===== src/rtl/output_buffer_pkg.sv =====
// Shared constants and types for the output buffer and its storage array.
package output_buffer_pkg;

  // Default data word width in bits.
  localparam int OB_WIDTH = 256;

  // Default number of queued entries (power of two, at least 2).
  localparam int OB_DEPTH = 4;

  // Per-cycle queue operation, encoded as {push, pop}.
  typedef enum logic [1:0] {
    OP_IDLE = 2'b00,
    OP_POP  = 2'b01,
    OP_PUSH = 2'b10,
    OP_BOTH = 2'b11
  } ob_op_e;

endpackage : output_buffer_pkg


===== src/rtl/output_buffer_mem.sv =====
// Storage array for output_buffer: one synchronous write port and one
// asynchronous read port. Contents are deliberately not reset; the control
// logic never presents an unwritten entry on its output.
module output_buffer_mem
  import output_buffer_pkg::*;
#(
  parameter int WIDTH = OB_WIDTH,
  parameter int DEPTH = OB_DEPTH
) (
  input  logic                     clk,
  input  logic                     i_wr_en,
  input  logic [$clog2(DEPTH)-1:0] i_wr_addr,
  input  logic [WIDTH-1:0]         i_wr_data,
  input  logic [$clog2(DEPTH)-1:0] i_rd_addr,
  output logic [WIDTH-1:0]         o_rd_data
);

  logic [WIDTH-1:0] r_mem [DEPTH];

  // Capture the pushed word into the addressed entry.
  always_ff @(posedge clk) begin
    if (i_wr_en) begin
      r_mem[i_wr_addr] <= i_wr_data;
    end
  end

  assign o_rd_data = r_mem[i_rd_addr];

endmodule : output_buffer_mem


===== src/rtl/output_buffer.sv =====
// Output buffer: a small FIFO whose head word is held in a register, so
// every output comes straight from a flop. count includes the head word.
module output_buffer
  import output_buffer_pkg::*;
#(
  parameter int WIDTH = OB_WIDTH,
  parameter int DEPTH = OB_DEPTH
) (
  input  logic                       clk,
  input  logic                       reset_n,
  input  logic                       write_data,
  input  logic [WIDTH-1:0]           data_to_write,
  input  logic                       data_ready,
  input  logic                       clear_overflow,
  output logic [WIDTH-1:0]           data,
  output logic                       data_valid,
  output logic                       full,
  output logic [$clog2(DEPTH+1)-1:0] count,
  output logic                       overflow
);

  localparam int PTR_W = $clog2(DEPTH);
  localparam int CNT_W = $clog2(DEPTH + 1);

  logic [PTR_W-1:0] r_wr_ptr;
  logic [PTR_W-1:0] r_rd_ptr;
  logic [CNT_W-1:0] r_count;
  logic [WIDTH-1:0] r_data;
  logic             r_data_valid;
  logic             r_full;
  logic             r_overflow;

  logic             w_push;
  logic             w_pop;
  ob_op_e           w_op;
  logic [CNT_W-1:0] w_count_next;
  logic [WIDTH-1:0] w_data_next;
  logic [PTR_W-1:0] w_rd_next_addr;
  logic [WIDTH-1:0] w_rd_next_data;

  // full gates the push even when a pop happens in the same cycle.
  assign w_push = write_data & ~r_full;
  assign w_pop  = r_data_valid & data_ready;
  assign w_op   = ob_op_e'({w_push, w_pop});

  // The entry behind the head becomes the new head on a pop.
  assign w_rd_next_addr = r_rd_ptr + PTR_W'(1);

  output_buffer_mem #(
    .WIDTH (WIDTH),
    .DEPTH (DEPTH)
  ) u_mem (
    .clk       (clk),
    .i_wr_en   (w_push),
    .i_wr_addr (r_wr_ptr),
    .i_wr_data (data_to_write),
    .i_rd_addr (w_rd_next_addr),
    .o_rd_data (w_rd_next_data)
  );

  // Next occupancy and next head word from this cycle's push/pop.
  always_comb begin
    w_count_next = r_count;
    w_data_next  = r_data;
    case (w_op)
      OP_PUSH: begin
        w_count_next = r_count + CNT_W'(1);
        if (r_count == CNT_W'(0)) begin
          w_data_next = data_to_write;
        end else begin
          w_data_next = r_data;
        end
      end
      OP_POP: begin
        w_count_next = r_count - CNT_W'(1);
        if (r_count > CNT_W'(1)) begin
          w_data_next = w_rd_next_data;
        end else begin
          // Last word popped: hold it on data until the next push.
          w_data_next = r_data;
        end
      end
      OP_BOTH: begin
        w_count_next = r_count;
        if (r_count > CNT_W'(1)) begin
          w_data_next = w_rd_next_data;
        end else begin
          // Sole entry leaves as the new word arrives, which becomes head.
          w_data_next = data_to_write;
        end
      end
      default: begin
        w_count_next = r_count;
        w_data_next  = r_data;
      end
    endcase
  end

  // Pointers, occupancy, head register and flags.
  always_ff @(posedge clk) begin
    if (!reset_n) begin
      r_wr_ptr     <= PTR_W'(0);
      r_rd_ptr     <= PTR_W'(0);
      r_count      <= CNT_W'(0);
      r_data       <= WIDTH'(0);
      r_data_valid <= 1'b0;
      r_full       <= 1'b0;
      r_overflow   <= 1'b0;
    end else begin
      if (w_push) begin
        r_wr_ptr <= r_wr_ptr + PTR_W'(1);
      end
      if (w_pop) begin
        r_rd_ptr <= r_rd_ptr + PTR_W'(1);
      end
      r_count      <= w_count_next;
      r_data       <= w_data_next;
      r_data_valid <= (w_count_next != CNT_W'(0));
      r_full       <= (w_count_next == CNT_W'(DEPTH));
      // A dropped push wins over a same-cycle clear.
      if (write_data && r_full) begin
        r_overflow <= 1'b1;
      end else if (clear_overflow) begin
        r_overflow <= 1'b0;
      end
    end
  end

  assign data       = r_data;
  assign data_valid = r_data_valid;
  assign full       = r_full;
  assign count      = r_count;
  assign overflow   = r_overflow;

endmodule : output_buffer


===== config.mk =====
export PLATFORM = sky130hd
export DESIGN_NAME = output_buffer
export DESIGN_NICKNAME = d
export VERILOG_FILES = /design/src/rtl/output_buffer_pkg.sv /design/src/rtl/output_buffer_mem.sv /design/src/rtl/output_buffer.sv
export SDC_FILE = /design/constraint.sdc
export NUM_CORES = 1
export LEC_CHECK = 0
export BUFFER_PORTS_ARGS = -buffer_cell sky130_fd_sc_hd__buf_2
export CAP_MARGIN = 20
export CORE_MARGIN = 2
export CORE_UTILIZATION = 50
export CTS_CLUSTER_DIAMETER = 60
export CTS_CLUSTER_SIZE = 28
export DETAILED_ROUTE_END_ITERATION = 10
export MAX_ROUTING_LAYER = met4
export PLACE_DENSITY = 0.74
export SETUP_SLACK_MARGIN = 0.3
export SYNTH_ARGS = -nofsm -noshare
export SYNTH_HDL_FRONTEND = slang
export SYNTH_HIERARCHICAL = 1
export SYNTH_SLANG_ARGS = --single-unit

===== constraint.sdc =====
create_clock -name clk -period 66.3 [get_ports clk]
set_clock_uncertainty 0.15 [all_clocks]
set_input_delay 3.315 -clock clk [delete_from_list [all_inputs] [get_ports clk]]
set_output_delay 3.315 -clock clk [all_outputs]
set_load 0.05 [all_outputs]

==> out/results.md <==
| Group | Metric | Reported |
|:---|:---|:---|
| floorplan | IO Pins | 523 |
| worst setup path | Crit-path slowest cell | buf_4 |
| worst setup path | R2R setup slack | 61410 ps |
| synth | Cell count after synthesis | 2849 |
| worst setup path | CP Max Fanout | 60 |
| worst setup path | Data required time at the worst endpoint | 66450 ps |
| clock network | Clock tree from TritonCTS | built |
| synth | Sequential-to-total area share from yosys stat | 0.723 |
| job | Count of maximum capacitance violations | 0 |
| clock network | Cts bufs inserted | 87 |
| worst setup path | Arrival time at the worst endpoint | 7390 ps |
| layout | Layout fillers | 7445 |
| floorplan | X dimension of the die | 320 um |
| layout | Number of nets in the layout | 3540 |
| hold path | Worst Hold End | overflow$_SDFFE_PN0P_ |
| floorplan | Initial Util | 0.506 |
| worst setup path | Worst reg2reg path endpoint | u_mem/r_mem[3][110]$_DFFE_PP_ |
| outcome | Status | finished, final reports clean |
| detailed routing | Number of DRC markers in iteration 0 | 2831 |
| worst setup path | Largest incremental delay on the critical path | 820 ps |
| clock network | Cells resized by post-CTS repair | 0 |
| worst setup path | Worst reg2reg path startpoint | full$_SDFF_PN0_ |
| clock network | Clock Path Buffers | 3 |
| sta | Remaining max-slew budget at the tightest pin | 0.245 |
| power | Fraction of power spent switching nets | 0.366 |
| floorplan | Die area | 0.102 mm2 |
| clock network | Max H-tree Level | 3 |
| sta | Time the worst path needs with I/O delays and setup | 7230 ps |
| placed design | Total placed instance area | 0.0530 mm2 |
| power | P_sw | 853 uW |
| grt | Antenna violations before repair | 18 |
| floorplan | Core footprint | 0.0987 mm2 |
| power | Leakage power total | 21.7 nW |
| synth | Synth warn | 6 |
| worst setup path | Crit path capture type | register |
| layout | Layout cell share with drive strength beyond 1 | 0.296 |
| sta | Actual transition at the worst max-transition pin | 1130 ps |
| layout | Growth of design area from synthesis to finish | 12.7% |
| placed design | Placer congestion estimate | 0.780 |
| worst setup path | Most frequent cell on the critical path | buf_4 |
| detailed routing | Detailed route wirelength on metal2 | 55400 um |
| grt | Total GRT Usage | 0.223 |
| detailed routing | Vias/cell | 6.08 |
| worst setup path | CP Class | primary input to register |
| detailed routing | Detail Route met3 WL | 8640 um |
| clock network | Later-pin clock latency in the skew report | 700 ps |
| sta | Crit share post-route | 0.109 |
| sta | Final count of negative-setup-slack endpoints | 0 |
| power | Combinational cell fraction of total power | 0.301 |
| clock network | Number of buffers inserted by post-CTS setup repair | 0 |
| power | Internal power contribution | 1.48 mW |
| power | Peak VDD IR | 60.9 uV |
| worst setup path | Kind of launch point of the worst setup path | primary input |
| detailed routing | Post-Route WL | 112000 um |
| clock network | Sinks on the clock net | 1290 |
| synth | Number of different library cells in the post-synthesis netlist | 40 |
| placed design | Placed wire-length estimate after detailed placement | 64500 um |
| sta | Max Fclk | 138 MHz |
| power | Sequential group share of total power | 0.444 |
| floorplan | Die outline height | 320 um |
| hold path | Worst hold start | overflow$_SDFFE_PN0P_ |
| synth | Count of state elements after synthesis | 1290 |
| floorplan | Cell row count | 115 |
| detailed routing | Number of design rule violations left after detail routing | 0 |
| detailed routing | Uppermost layer routed | met4 |
| sta | Final hold viol count | 0 |
| detailed routing | Routed met1 length | 45400 um |
| detailed routing | Overall via count from detail_route | 28.3k |
| grt | Total congestion overflow after global routing | 0 |
| grt | Pin count of the biggest net entering global routing | 163 |
| clock network | Clock root buffer master | clkbuf_16 |
| synth | Mean area per synthesized cell | 17.5 um2 |
| worst setup path | R2r worst-path depth | 6 |
| clock network | Clock transition at the registers of the reported paths | 90 ps |
| placed design | Number of I/O port buffers | 522 |
| grt | First-pass GRT wire length | 171000 um |
| detailed routing | Count of TritonRoute iterations in the first routing pass | 6 |
| layout | Storage cell area | 0.0361 mm2 |
| power | Part of the power in the clock network | 0.255 |
| detailed routing | Routed length per placed instance | 24.1 um |
| worst setup path | Worst-path cell chain | buf_2 > nand2b_4 > clkinv_1 > and3_4 > buf_4 > buf_4 > buf_4 |
| layout | Total area of multi-input combinational cells | 0.0123 mm2 |
| sta | Setup repair after global routing missed its margin | no |
| synth | Cell Area, Synth | 0.0499 mm2 |
| sta | Total Negative Setup Slacks | 0 ps |
| detailed routing | DRT antenna net count | 0 |
| sta | Final Max Tran Viols | 0 |
| clock network | Hold buffer count at cts | 0 |
| power | Total power density per cell area | 41.4 mW/mm2 |
| hold path | Classification of the worst-slack hold path | register to register |
| hold path | Hold Path Depth | 2 |
| grt | Vias in the first global route | 28.4k |
| layout | Post-route cell area | 0.0563 mm2 |
| synth | Net count of the mapped netlist | 3113 |
[flip-flops by register name (all words and copies together), names as in the netlist]
signal and cells:
count 3, r_wr_ptr 2, u_mem/r_mem 1024, data 256, data_valid 1, overflow 1, full 1, r_rd_ptr 2
[synth_stat cells, drive strengths merged]
master,instances,share of area
edfxtp,1024,0.62
dfxtp,266,0.11
nor2,257,0.019
nor3,257,0.026
o211a,257,0.052
o21ai,257,0.026
mux4,256,0.12
buf,168,0.028
clkbuf,59,0.0044
nand2,6,0.00050
xnor2,6,0.0011
and2,5,0.00063
inv,4,0.00030
a21boi,3,0.00053
ha,3,0.00075
nand2b,3,0.00038
and3,2,0.00025
and3b,2,0.00035
mux2i,2,0.00040
o211ai,2,0.00040
a21o,1,0.00015
a21oi,1,0.00010
a311oi,1,0.00018
clkinv,1,0.000075
nand3,1,0.00010
nor2b,1,0.00013
nor3b,1,0.00015
nor4b,1,0.00018
o311a,1,0.00020
xor2,1,0.00018
[placed cells by master, fill, tap and decap left out, drive strengths merged, types with 22 or more instances in the layout]
master | netlist | routed
clkinv | 1 | 22
edfxtp | 1024 | 1024
inv | 4 | 47
o21ai | 257 | 257
mux4 | 256 | 256
buf | 168 | 565
clkbuf | 59 | 95
diode | 0 | 22
nor2 | 257 | 257
o211a | 257 | 257
dfxtp | 266 | 266
nor3 | 257 | 257
[cell type report]
type	instances	area share
clock inverters	69	0.0175
inverters	5	0.000467
multi-input cells	1327	0.218
repair buffers	565	0.0532
well taps	1287	0.0286
diodes	22	0.000979
clock buffers	95	0.0398
flip-flops and latches	1290	0.641
[stage by stage]
step                      power (mW)  hold slack, ps  setup WS (ps)  utilization  cells
final                           2.33             335          59070        0.570   4660
after global routing            2.42             360          58860        0.570   4656
after CTS                       2.34             344          59090        0.569   4637
after detailed placement        1.75             328          58380        0.537   4473
after global placement          1.74             318          58430        0.537   4473
after floorplan                 1.62             416          42730            -   2849
[power by group through the flow]
stage | clock network, mW | logic [mW] | registers, mW
finish | 0.594 | 0.701 | 1.03
global route | 0.636 | 0.740 | 1.04
CTS | 0.607 | 0.704 | 1.03
detailed placement | 0 | 0.702 | 1.05
global placement | 0 | 0.696 | 1.05
floorplan | 0 | 0.343 | 1.27
[critical path, delay by kind of cell]
kind | cells | cell delay [ps]
AND/OR/NAND/NOR | 2 | 1220
buffers and inverters | 5 | 2720
[worst max-delay path by stage]
stage	cells after the start	end	slack, ps	start
floorplan	4	u_mem/r_mem[0][0]$_DFFE_PP_	42730	write_data
global placement	7	u_mem/r_mem[3][110]$_DFFE_PP_	58430	write_data
detailed placement	7	u_mem/r_mem[3][110]$_DFFE_PP_	58380	write_data
CTS	7	u_mem/r_mem[3][110]$_DFFE_PP_	59090	write_data
global route	7	u_mem/r_mem[3][110]$_DFFE_PP_	58860	write_data
finish	7	u_mem/r_mem[3][110]$_DFFE_PP_	59070	write_data
[layer usage]
metal	vias up	track usage
met5	-	-
met4	0	0.0682
met3	171	0.0374
met2	1298	0.357
met1	14600	0.295
li1	12200	-
[logic make-up (layout without fill, tap and decap cells)]
family / count (synthesis) / after routing / synth area share
buffers and inverters: 232 / 734 / 0.0324
and+or+nand+nor: 536 / 536 / 0.0478
xor gates and xnor gates: 7 / 7 / 0.00123
other: 0 / 22 / 0
AOI/OAI and AO/OA: 523 / 523 / 0.0790
muxes: 258 / 258 / 0.116
DFF: 1290 / 1290 / 0.723
adders and majority gates: 3 / 3 / 0.000752
No activity file was read; power rests on OpenSTA's default activity.
